File: src/rtl/move_scheduler.sv
// move_scheduler: merges player moves and gravity drops into a single
// valid/ack command stream for the grid controller, and owns pause state.
module move_scheduler #(
  parameter int GRAVITY_DIV = 25000000,
  parameter int LEVEL_STEP  = 1500000,
  parameter int MIN_PERIOD  = 2500000,
  parameter int CNT_W       = 25
) (
  input  logic       clk,
  input  logic       reset,
  input  logic [3:0] button_code,
  input  logic       game_active,
  input  logic [3:0] level,
  output logic       cmd_valid,
  output logic [2:0] cmd,
  input  logic       cmd_ack,
  output logic       paused
);

  localparam int PW = CNT_W + 4;
  localparam logic [PW-1:0] GDIV  = PW'(GRAVITY_DIV);
  localparam logic [PW-1:0] LSTEP = PW'(LEVEL_STEP);
  localparam logic [PW-1:0] MINP  = PW'(MIN_PERIOD);

  localparam logic [2:0] CMD_NOP       = 3'd0;
  localparam logic [2:0] CMD_LEFT      = 3'd1;
  localparam logic [2:0] CMD_RIGHT     = 3'd2;
  localparam logic [2:0] CMD_ROT_CW    = 3'd3;
  localparam logic [2:0] CMD_ROT_CCW   = 3'd4;
  localparam logic [2:0] CMD_DROP      = 3'd5;
  localparam logic [2:0] CMD_HARD_DROP = 3'd6;

  typedef enum logic [1:0] {IDLE, ISSUE, GAP} state_t;

  state_t           state_q;
  logic             cmd_valid_q;
  logic [2:0]       cmd_q;
  logic             src_btn_q;
  logic             paused_q, paused_d;
  logic [3:0]       prev_code_q;
  logic [CNT_W-1:0] cnt_q, cnt_d;
  logic             grav_pending_q, grav_pending_d;
  logic             btn_pending_q, btn_pending_d;
  logic [2:0]       btn_cmd_q, btn_cmd_d;

  logic [PW-1:0] level_sub, period_raw, period;
  logic          press, running, tick, start_toggle, move_press;
  logic          load_grav, load_btn, btn_drop_ack;
  logic          map_ok;
  logic [2:0]    map_cmd;

  // Period shrinks with level but never underflows and never drops below the floor.
  always_comb begin
    level_sub  = PW'(level) * LSTEP;
    period_raw = (level_sub >= GDIV) ? '0 : GDIV - level_sub;
    period     = (period_raw < MINP) ? MINP : period_raw;
  end

  always_comb begin
    map_ok  = 1'b1;
    map_cmd = CMD_NOP;
    case (button_code)
      4'd1:    map_cmd = CMD_ROT_CW;
      4'd2:    map_cmd = CMD_ROT_CCW;
      4'd5:    map_cmd = CMD_HARD_DROP;
      4'd6:    map_cmd = CMD_DROP;
      4'd7:    map_cmd = CMD_LEFT;
      4'd8:    map_cmd = CMD_RIGHT;
      default: map_ok  = 1'b0;
    endcase
  end

  assign press        = (button_code != 4'd0) && (button_code != prev_code_q);
  assign running      = game_active && !paused_q;
  assign tick         = running && ({4'b0, cnt_q} >= (period - PW'(1)));
  assign start_toggle = press && (button_code == 4'd4) && game_active;
  assign move_press   = press && map_ok && running;
  assign load_grav    = (state_q == IDLE) && grav_pending_q;
  assign load_btn     = (state_q == IDLE) && !grav_pending_q && btn_pending_q;
  assign btn_drop_ack = (state_q == ISSUE) && cmd_ack && src_btn_q &&
                        ((cmd_q == CMD_DROP) || (cmd_q == CMD_HARD_DROP));

  // Later assignments take precedence: new events beat IDLE consumption,
  // entering pause beats a same-cycle tick, and an inactive game beats everything.
  always_comb begin
    cnt_d          = cnt_q;
    grav_pending_d = grav_pending_q;
    btn_pending_d  = btn_pending_q;
    btn_cmd_d      = btn_cmd_q;
    paused_d       = paused_q;

    if (!game_active || btn_drop_ack || tick) begin
      cnt_d = '0;
    end else if (running) begin
      cnt_d = cnt_q + CNT_W'(1);
    end

    if (load_grav) grav_pending_d = 1'b0;
    if (tick)      grav_pending_d = 1'b1;

    if (load_btn) btn_pending_d = 1'b0;
    if (move_press) begin
      btn_pending_d = 1'b1;
      btn_cmd_d     = map_cmd;
    end

    if (start_toggle) begin
      paused_d = !paused_q;
      if (!paused_q) begin
        grav_pending_d = 1'b0;
        btn_pending_d  = 1'b0;
      end
    end

    if (!game_active) begin
      grav_pending_d = 1'b0;
      btn_pending_d  = 1'b0;
      paused_d       = 1'b0;
    end
  end

  // Handshake FSM: a presented command is held until acked, then a one-cycle gap.
  always_ff @(posedge clk) begin
    if (reset) begin
      state_q        <= IDLE;
      cmd_valid_q    <= 1'b0;
      cmd_q          <= CMD_NOP;
      src_btn_q      <= 1'b0;
      paused_q       <= 1'b0;
      prev_code_q    <= 4'd0;
      cnt_q          <= '0;
      grav_pending_q <= 1'b0;
      btn_pending_q  <= 1'b0;
      btn_cmd_q      <= CMD_NOP;
    end else begin
      prev_code_q    <= button_code;
      cnt_q          <= cnt_d;
      grav_pending_q <= grav_pending_d;
      btn_pending_q  <= btn_pending_d;
      btn_cmd_q      <= btn_cmd_d;
      paused_q       <= paused_d;

      case (state_q)
        IDLE: begin
          if (load_grav) begin
            cmd_q       <= CMD_DROP;
            cmd_valid_q <= 1'b1;
            src_btn_q   <= 1'b0;
            state_q     <= ISSUE;
          end else if (load_btn) begin
            cmd_q       <= btn_cmd_q;
            cmd_valid_q <= 1'b1;
            src_btn_q   <= 1'b1;
            state_q     <= ISSUE;
          end
        end
        ISSUE: begin
          if (cmd_ack) begin
            cmd_valid_q <= 1'b0;
            cmd_q       <= CMD_NOP;
            state_q     <= GAP;
          end
        end
        GAP: begin
          state_q <= IDLE;
        end
        default: begin
          state_q     <= IDLE;
          cmd_valid_q <= 1'b0;
          cmd_q       <= CMD_NOP;
        end
      endcase
    end
  end

  assign cmd_valid = cmd_valid_q;
  assign cmd       = cmd_q;
  assign paused    = paused_q;

endmodule

File: config.mk
export PLATFORM = sky130hd
export DESIGN_NAME = move_scheduler
export DESIGN_NICKNAME = d
export VERILOG_FILES = /design/src/rtl/move_scheduler.sv
export SDC_FILE = /design/constraint.sdc
export NUM_CORES = 1
export LEC_CHECK = 0
export CELL_PAD_IN_SITES_DETAIL_PLACEMENT = 2
export CELL_PAD_IN_SITES_GLOBAL_PLACEMENT = 2
export CORE_ASPECT_RATIO = 1.4
export CORE_UTILIZATION = 39
export DETAILED_ROUTE_END_ITERATION = 10
export PLACE_DENSITY_LB_ADDON = 0.3
export SLEW_MARGIN = 30
export SYNTH_ARGS = -nofsm -noshare
export SYNTH_HDL_FRONTEND = slang
export SYNTH_SLANG_ARGS = --single-unit
File: constraint.sdc
create_clock -name clk -period 11.3 [get_ports clk]
set_clock_uncertainty 0.15 [all_clocks]
set_input_delay 2.26 -clock clk [delete_from_list [all_inputs] [get_ports clk]]
set_output_delay 2.26 -clock clk [all_outputs]
set_load 0.02 [all_outputs]
==> run metrics, run 1 <==
commonest non-fill, non-tap cell in the layout=nand2_1; net count after synthesis=662; die footprint=13,080 um^2; Avg Synthesized Cell Area=8.257 um^2; Worst Setup Start Kind=primary input; Rows=48; latest clock arrival within the worst-skew pair=0.28 ns; Max VDD drop=0.1323 mV; EDFF count, synth=0; crit path max fanout=21; largest cells by area after synthesis=dfxtp_1, ha_1, xnor2_1; Chip Width=96.94 um; Worst Path Required=11.37 ns; DRC Markers=0; maximum clock insertion buffer count=2; Overall Power=0.0008360 W; CTS root buf=clkbuf_16; Antenna Nets Post-Route=0; critical path arrival=10.51 ns; Worst Hold Launch=btn_cmd_q[1]$_SDFFE_PP0P_; vias per inst=5.975; layout cells sized above 1=10.55%; Mapped Cells=596; Power per Cell Area=157.5 nW/um^2; clock group share of total power=17.3%; Worst-Margin Slew=0.8362 ns; number of global-route vias before repair=5,122; Initial DRC Count=69; fin nets=662; Gate power share=64.6%; maximum clock frequency=0.09576 GHz; Hold-fix buffers, CTS=0; Tmin final=10.44 ns; Overflow after GRT=0; antenna violations before repair=0; fillers=1,395; beginning of the worst register-to-register path=cnt_q[5]$_SDFFE_PP0P_; Worst slew margin=44.07%; Final Hold Vio Count=0; R2R Setup Slk=8.18 ns; area grow syn2layout=7.857%; largest net degree at the start of global routing=22; max incr delay on CP=0.80 ns; CTS tree=yes; fin crit share=92.41%; setup TNS=0 ns; Final Max Slew Viols=0; status=completed; ys async rst share=0%; core area=12,310 um^2; area of the multi-input gates=3896 um^2; post-detail-place hpwl=13.03 mm; hold endpoint=btn_cmd_q[1]$_SDFFE_PP0P_; Reg-to-Reg End=cnt_q[24]$_SDFFE_PP0P_; DR WL/cell=20.96 um; Largest delay share family, worst path=compound AO/OA/AOI/OAI gates; first-pass GRT wire length=25.75 mm; Cell variety after synth=98; YS warnings=0; routed wire length=15.66 mm; Synth Flop Type=dfxtp_1; CP Capture Type=register; TritonCTS Buffers=5; CTS resizes=0; total setup buffers inserted after CTS=0; Fin Hold WS=0.3264 ns; Register Area=840.8 um^2; sequential power share=18.1%; clk sinks=42; Reg clk slew, reported paths=0.06 ns; Crit Path Class=in -> reg; Sw Share=46.12%; via count=4,463; ant diodes=0; Die Ht=134.9 um; top-level I/O count=17; max-capacitance violation count=0; Starting Density=39.97%; CP bufs+invs=5; Final GP Congestion=0.8563; Yosys top cell by area=dfxtp_1; Tot GR Track Use=24.66%; Hold Path Class=reg -> reg; htree depth=2; WHS Path Cells=2; top-area cell type share of the netlist area=17.09%; switching pwr=0.0003856 W; drt pass-1 iters=4; reg2reg path depth=12; synthesized cell area=4921 um^2; post-synthesis register bit count=42; Slowest-stage cell, CP=clkdlybuf4s50_1; RSZ-0062 raised after global routing=false; cell internal pwr=0.0004504 W; most frequent cells in the layout=nand2_1, nor2_1, ha_1, dfxtp_1, a21oi_1; # setup viols final=0; Pleak=2.151 nW; Port Buffer Count=16; sequential area share after synthesis=17.09%
worst max-delay path by stage:
stage                     depth (start not counted)                endpoint  startpoint
after floorplan                                  31  cnt_q[10]$_SDFFE_PP0P_    level[1]
after detailed placement                         29  cnt_q[24]$_SDFFE_PP0P_    level[0]
after CTS                                        29  cnt_q[24]$_SDFFE_PP0P_    level[0]
after global placement                           26  cnt_q[23]$_SDFFE_PP0P_    level[0]
after global routing                             30  cnt_q[24]$_SDFFE_PP0P_    level[0]
final                                            29  cnt_q[24]$_SDFFE_PP0P_    level[0]
per-stage QoR:
stage,util (%),cell area (um^2),instances,worst slack [ns]
2_1_floorplan,-,4921,596,2.547
3_3_place_gp,41.82,5149,739,1.008
3_5_place_dp,41.82,5149,739,0.6146
4_1_cts,43.05,5300,747,0.8453
5_1_grt,43.11,5308,747,0.1783
6_report,43.11,5308,747,0.8576
power by group through the flow:
stage	Clock [W]	Sequential, W	Combinational [W]
6_report	0.000145	0.000151	0.000540
5_1_grt	0.000155	0.000151	0.000590
3_5_place_dp	0	0.000154	0.000541
4_1_cts	0.000149	0.000151	0.000546
2_1_floorplan	0	0.000154	0.000420
3_3_place_gp	0	0.000154	0.000515
tightest hold or removal path: cells and delay by family (launching register included):
| family | cells | cell delay, ns |
|---|---|---|
| flip-flops | 1 | 0.32 |
| AND/OR/NAND/NOR | 1 | 0.06 |
| AO/OA/AOI/OAI | 1 | 0.05 |
state kept, by name, indices dropped and copies added, names as in the netlist:
name / cells
src_btn_q: 1
btn_pending_q: 1
cmd_valid: 1
cnt_q: 25
grav_pending_q: 1
paused: 1
prev_code_q: 4
cmd: 3
state_q: 2
btn_cmd_q: 3
cell families after synthesis:
logic type	after synthesis	synth area share (%)
adder cells (fa/ha/maj)	54	14.34
buffers and inverters	41	3.890
XOR/XNOR	62	12.00
AND/OR/NAND/NOR	243	27.00
multiplexers	4	0.8645
AO/OA/AOI/OAI	150	24.82
flip-flops	42	17.09
cell type report:
type | instances | area share, %
clock inverter | 2 | 0.2357
clock buffer | 6 | 2.617
timing repair buffer | 17 | 3.159
inverter | 17 | 1.202
tap | 150 | 3.536
sequential | 42 | 15.84
multi-input combinational | 513 | 73.41
cell usage after synthesis, types with 3 or more instances:
master	number
and4_1	5
ha_1	50
o211ai_1	6
a211oi_1	5
o2111ai_1	3
or2_2	5
nor2b_1	14
o21ai_0	15
buf_6	3
nor3_1	15
fa_1	4
nand4_1	12
a2bb2oi_1	3
xnor2_1	29
inv_1	16
clkbuf_1	17
a21o_1	15
nor3_2	3
nor2_1	52
a31oi_1	3
nand2_1	53
nand2b_1	6
o211a_1	3
dfxtp_1	42
nand3_1	19
and3_1	13
or3_1	4
nor3b_1	5
o21ai_2	6
buf_2	3
nand3_2	3
or4_1	3
a21oi_1	38
o31ai_1	3
o21a_1	4
xor2_1	29
and2_1	10
a211o_1	5
layer usage:
metal | track usage, % | share of wire (%) | wire length [um] | vias up
met2 | 55.01 | 61 | 9556 | 61
li1 | - | - | - | 2181
met3 | 1.398 | 1.1 | 180 | 31
met4 | 11.61 | 3.8 | 600 | 0
met1 | 21.34 | 34 | 5318 | 2190
met5 | 0 | 0 | 0 | -
Power figures use the tool's default switching activity.
==> inputs of run 2 (changes only) <==
--- a/config.mk
+++ b/config.mk
@@ -10,3 +10,3 @@
 export CORE_ASPECT_RATIO = 1.4
-export CORE_UTILIZATION = 39
+export CORE_UTILIZATION = 35
 export DETAILED_ROUTE_END_ITERATION = 10
==> constraint.sdc (replaced) <==
create_clock -name clk -period 11.3 [get_ports clk]
set_clock_uncertainty 0.15 [all_clocks]
set_input_delay 1.695 -clock clk [delete_from_list [all_inputs] [get_ports clk]]
set_output_delay 1.695 -clock clk [all_outputs]
set_load 0.02 [all_outputs]
==> run 2 against run 1 <==
Hold slack worse by 0.015 ns. Wire length is 0.44% higher. Clock power rose by 30%. Sequential share of layout area is 0.24 points lower. Non-clock buffer count is the same. Design area up 1.6%. Combinational power about the same. Final cell count is 4.3% higher. Sequential power about the same. Count of clock-buffer cells in the layout is 1 lower. Highest routed layer unchanged. Core utilization is 3.4 points lower.
==> run metrics, run 2 (same netlist as run 1, synthesis figures left out) <==
# setup viols final=0; Largest register FFs=25; fin crit share=88.73%; via count=4,438; DRC Markers=0; Antenna Nets Post-Route=0; antenna violations before repair=0; Final GP Congestion=0.7794; routed wire length=15.72 mm; Fin Hold WS=0.3117 ns; Worst-Margin Slew=0.8411 ns; Port Buffer Count=16; Hold-fix buffers, CTS=0; Power per Cell Area=162.5 nW/um^2; area grow syn2layout=9.535%; Tot GR Track Use=22.83%; Rows=50; die footprint=14,550 um^2; Max VDD drop=0.1252 mV; Crit Path Class=in -> reg; core area=13,580 um^2; Final Hold Vio Count=0; crit path max fanout=16; Tmin final=10.03 ns; Overflow after GRT=0; Pleak=2.172 nW; Initial DRC Count=78; most frequent cell on the critical path=ha_1; CP bufs+invs=5; Die Ht=142.3 um; Hold Path Class=reg -> reg; max-capacitance violation count=0; top-level I/O count=17; Worst Setup Start Kind=primary input; max incr delay on CP=0.63 ns; htree depth=2; Chip Width=102.2 um; TritonCTS Buffers=5; layout cells sized above 1=10.55%; vias per inst=5.697; Starting Density=36.25%; maximum clock frequency=0.09973 GHz; crit path launch=level[2]; setup TNS=0 ns; Largest regs=cnt_q: 25 flops, prev_code_q: 4 flops; DR WL/cell=20.18 um; CTS resizes=0; Reg clk slew, reported paths=0.06 ns; CTS tree=yes; status=completed; critical path arrival=10.10 ns; first-pass GRT wire length=25.44 mm; post-detail-place hpwl=13.02 mm; RSZ-0062 raised after global routing=false; maximum clock insertion buffer count=2; clk sinks=42; most frequent cells in the layout=nand2_1, nor2_1, ha_1, dfxtp_1, a21oi_1; latest clock arrival within the worst-skew pair=0.29 ns; total setup buffers inserted after CTS=0; beginning of the worst register-to-register path=cnt_q[5]$_SDFFE_PP0P_; Worst slew margin=43.74%; ant diodes=0; Largest delay share family, worst path=compound AO/OA/AOI/OAI gates; commonest non-fill, non-tap cell in the layout=nand2_1; CTS root buf=clkbuf_16; CP Capture Type=register; Worst Path Required=11.37 ns; largest net degree at the start of global routing=17; number of global-route vias before repair=5,032; drt pass-1 iters=4; Slowest-stage cell, CP=clkdlybuf4s50_1; Final Max Slew Viols=0; Worst Hold Launch=btn_cmd_q[2]$_SDFFE_PP0P_; register bank with the most flops=cnt_q; fin nets=662
## run 2: cell types whose count changed in the layout (fill, tap and decap cells not counted)
cell	previous run	this run
bufinv_16	0	2
clkbuf_8	1	0
clkinv_2	1	0
clkinv_4	0	1
clkinvlp_4	1	0
## run 2: path summary, 6_finish.rpt
check | endpoint | cells past startpoint | slack [ns]
max reg2reg | cnt_q[19]$_SDFFE_PP0P_ | 12 | 8.08
min reg2reg | btn_cmd_q[2]$_SDFFE_PP0P_ | 2 | 0.31
max | cnt_q[19]$_SDFFE_PP0P_ | 31 | 1.27
min | btn_cmd_q[2]$_SDFFE_PP0P_ | 2 | 0.31
## run 2: per-stage QoR
stage          cells  util (%)  worst slack, ns  power [W]  instance area, um^2
6_report         779     39.71            1.273  0.0008757                 5390
3_3_place_gp     771     38.22            1.161  0.0006718                 5189
4_1_cts          779     39.71            1.146  0.0008862                 5390
5_1_grt          779     39.71           0.5528  0.0009383                 5390
3_5_place_dp     771     38.28           0.9142  0.0006909                 5196
2_1_floorplan    596         -            3.112  0.0005744                 4921
## run 2: final cells by class
cell class / instances / area, um^2
repair buffers: 17 / 167.7
well taps: 182 / 227.7
clock buffers: 5 / 125.1
inverters: 17 / 63.81
fillers: 1568 / 8185
flip-flops and latches: 42 / 840.8
clock inverters: 3 / 68.82
multi-input cells: 513 / 3896
## run 2: metal layers
layer	up-vias	global-route usage, %	routed length, um	part of all wire (%)
met5	-	0	0	0
met4	0	8.722	459	2.9
met3	29	1.670	178	1.1
met2	44	50.23	9502	60
met1	2184	19.96	5584	36
li1	2181	-	-	-
## run 2: tightest hold or removal path, stage by stage (launching register included)
cell,delay [ns]
dfxtp_1,0.31
nand2_1,0.05
a21oi_1,0.05
## run 2: power breakdown
group,total (W),internal [W],switching [W]
combinational,0.000537,0.000212,0.000325
clock,0.000188,0.000127,0.0000608
sequential,0.000151,0.000150,0.00000131
==> inputs of run 3 (changes only) <==
- ABC_AREA: unset -> 1
- CAP_MARGIN: unset -> 20
- CORE_UTILIZATION: 35 -> 34
==> run 3 against run 2 <==
Count of clock-buffer cells in the layout unchanged. Combinational power decreased by 2%. Non-clock buffer count decreased by 1. Global-route usage is 2.0 points higher. Die area grew 5.1%. Critical path depth up 10. Total power is 6.4% lower. Sequential cell count unchanged. Fmax grew 4.3%.
==> run metrics, run 3 <==
CTS resizes=0; Largest regs=cnt_q: 25 flops, prev_code_q: 4 flops; Worst slew margin=60.15%; # setup viols final=0; most frequent cell on the critical path=nand2_1; Power per Cell Area=148.3 nW/um^2; reg2reg path depth=14; Hold Path Class=reg -> reg; post-synthesis mux area share=0%; clk sinks=42; drt pass-1 iters=4; Starting Density=34.81%; latest clock arrival within the worst-skew pair=0.29 ns; maximum clock frequency=0.1041 GHz; Slowest-stage cell, CP=clkdlybuf4s50_1; EDFF count, synth=0; Max VDD drop=0.08987 mV; Avg Synthesized Cell Area=6.147 um^2; register bank with the most flops=cnt_q; post-detail-place hpwl=15.83 mm; total setup buffers inserted after CTS=0; CP Capture Type=register; vias per inst=5.301; Yosys top cell by area=dfxtp_1; adder-cell share of the synthesized area=14.03%; Cell variety after synth=47; synthesized cell area=5029 um^2; YS warnings=0; Overflow after GRT=0; first-pass GRT wire length=30.18 mm; htree depth=2; Worst-Margin Slew=0.5958 ns; fin crit share=85.04%; core area=14,440 um^2; routed wire length=18.25 mm; critical path arrival=9.65 ns; status=completed; die footprint=15,290 um^2; Pleak=2.677 nW; ys async rst share=0%; max-capacitance violation count=0; Rows=52; DRC Markers=0; RSZ-0062 raised after global routing=false; most frequent cells in the layout=nand2_1, inv_1, nor2_1, nand3_1, ha_1; Overall Power=0.0008201 W; net count after synthesis=884; CTS tree=yes; maximum clock insertion buffer count=2; Final GP Congestion=0.8955; main combinational cell family by area after synthesis=simple AND/OR/NAND/NOR gates; crit path max fanout=27; R2R Setup Slk=7.62 ns; xor/xnor cell area share of the yosys netlist=5.723%; Final Max Slew Viols=0; Final Hold Vio Count=0; sequential area share after synthesis=16.72%; crit path launch=level[0]; Largest register FFs=25; CTS root buf=clkbuf_16; top-area cell type share of the netlist area=16.72%; Reg clk slew, reported paths=0.07 ns; largest net degree at the start of global routing=28; Tot GR Track Use=24.80%; TritonCTS Buffers=5; setup TNS=0 ns; Worst Setup Start Kind=primary input; Antenna Nets Post-Route=0; beginning of the worst register-to-register path=paused$_SDFFE_PP0P_; commonest cells in the netlist=nand2_1, inv_1, nor2_1, nand3_1, ha_1; Tmin final=9.609 ns; Hold-fix buffers, CTS=0; Reg-to-Reg End=cnt_q[24]$_SDFFE_PP0P_; Initial DRC Count=126; commonest non-fill, non-tap cell in the layout=nand2_1; Die Ht=145.9 um; fin nets=901; ant diodes=0; area grow syn2layout=10.00%; Mapped Cells=818; Synth Flop Type=dfxtp_1; Compound-Gate Fraction of Synth Area=8.037%; largest cells by area after synthesis=dfxtp_1, nand2_1, ha_1; Synth Area in Simple Gates=45.26%; crit path to=cnt_q[22]$_SDFFE_PP0P_; Chip Width=104.8 um; layout cells sized above 1=7.057%; Crit Path Class=in -> reg; via count=5,434; Worst Path Required=11.34 ns; top-level I/O count=17; post-synthesis register bit count=42; most frequent cell after synthesis=nand2_1; max incr delay on CP=0.84 ns; number of global-route vias before repair=6,234; Port Buffer Count=16; antenna violations before repair=0; DR WL/cell=17.80 um
run 3: final cells by class:
type	count	area, um^2
fill	1871	8912
clock buffer	5	125.1
timing repair buffer	16	160.2
sequential	42	840.8
clock inverter	3	21.27
inverter	125	469.2
multi-input combinational	645	3679
tap	189	236.5
run 3: how the worst min path moves through the flow:
stage	startpoint	to	slack, ns	depth (start not counted)
after global routing	cmd_valid$_SDFFE_PP0P_	cmd_valid$_SDFFE_PP0P_	0.35	2
after detailed placement	src_btn_q$_SDFFE_PP0P_	src_btn_q$_SDFFE_PP0P_	0.32	2
after global placement	cmd_valid$_SDFFE_PP0P_	cmd_valid$_SDFFE_PP0P_	0.30	2
after floorplan	btn_cmd_q[2]$_SDFFE_PP0P_	btn_cmd_q[2]$_SDFFE_PP0P_	0.29	2
after CTS	src_btn_q$_SDFFE_PP0P_	src_btn_q$_SDFFE_PP0P_	0.33	2
final	src_btn_q$_SDFFE_PP0P_	src_btn_q$_SDFFE_PP0P_	0.32	2
run 3: stage by stage:
stage | instance area, um^2 | setup slack [ns] | hold WS, ns | util [%] | cells
floorplan | 5029 | 3.605 | 0.2861 | - | 818
global placement | 5380 | 1.557 | 0.3044 | 37.25 | 1017
detailed placement | 5380 | 0.9665 | 0.3192 | 37.25 | 1017
CTS | 5527 | 1.262 | 0.3297 | 38.26 | 1025
global route | 5532 | 0.7607 | 0.3532 | 38.30 | 1025
finish | 5532 | 1.691 | 0.3233 | 38.30 | 1025
run 3: critical path, delay by kind of cell:
| kind | cells | cell delay, ns |
|---|---|---|
| compound gates | 5 | 0.79 |
| buf+inv | 5 | 1.36 |
| simple gates | 26 | 4.11 |
| xor+xnor | 1 | 0.16 |
| fa+ha+maj | 4 | 1.52 |
run 3: power breakdown:
group	internal, W	switching [W]
Clock	0.0000819	0.0000624
Sequential	0.000150	0.00000127
Combinational	0.000161	0.000363
Total	0.000393	0.000427
run 3: metal layers:
metal	wire length [um]	part of all wire, %	GRT usage, %
met1	6386	35	22.38
met2	10650	58	52.75
met3	193	1.1	1.343
met4	1022	5.6	13.80
met5	0	0	0
run 3: cells by family after synthesis:
| family | after synthesis |
|---|---|
| buffers and inverters | 131 |
| XOR/XNOR | 32 |
| adder cells (fa/ha/maj) | 54 |
| AND/OR/NAND/NOR | 488 |
| AO/OA/AOI/OAI | 71 |
| flip-flops | 42 |
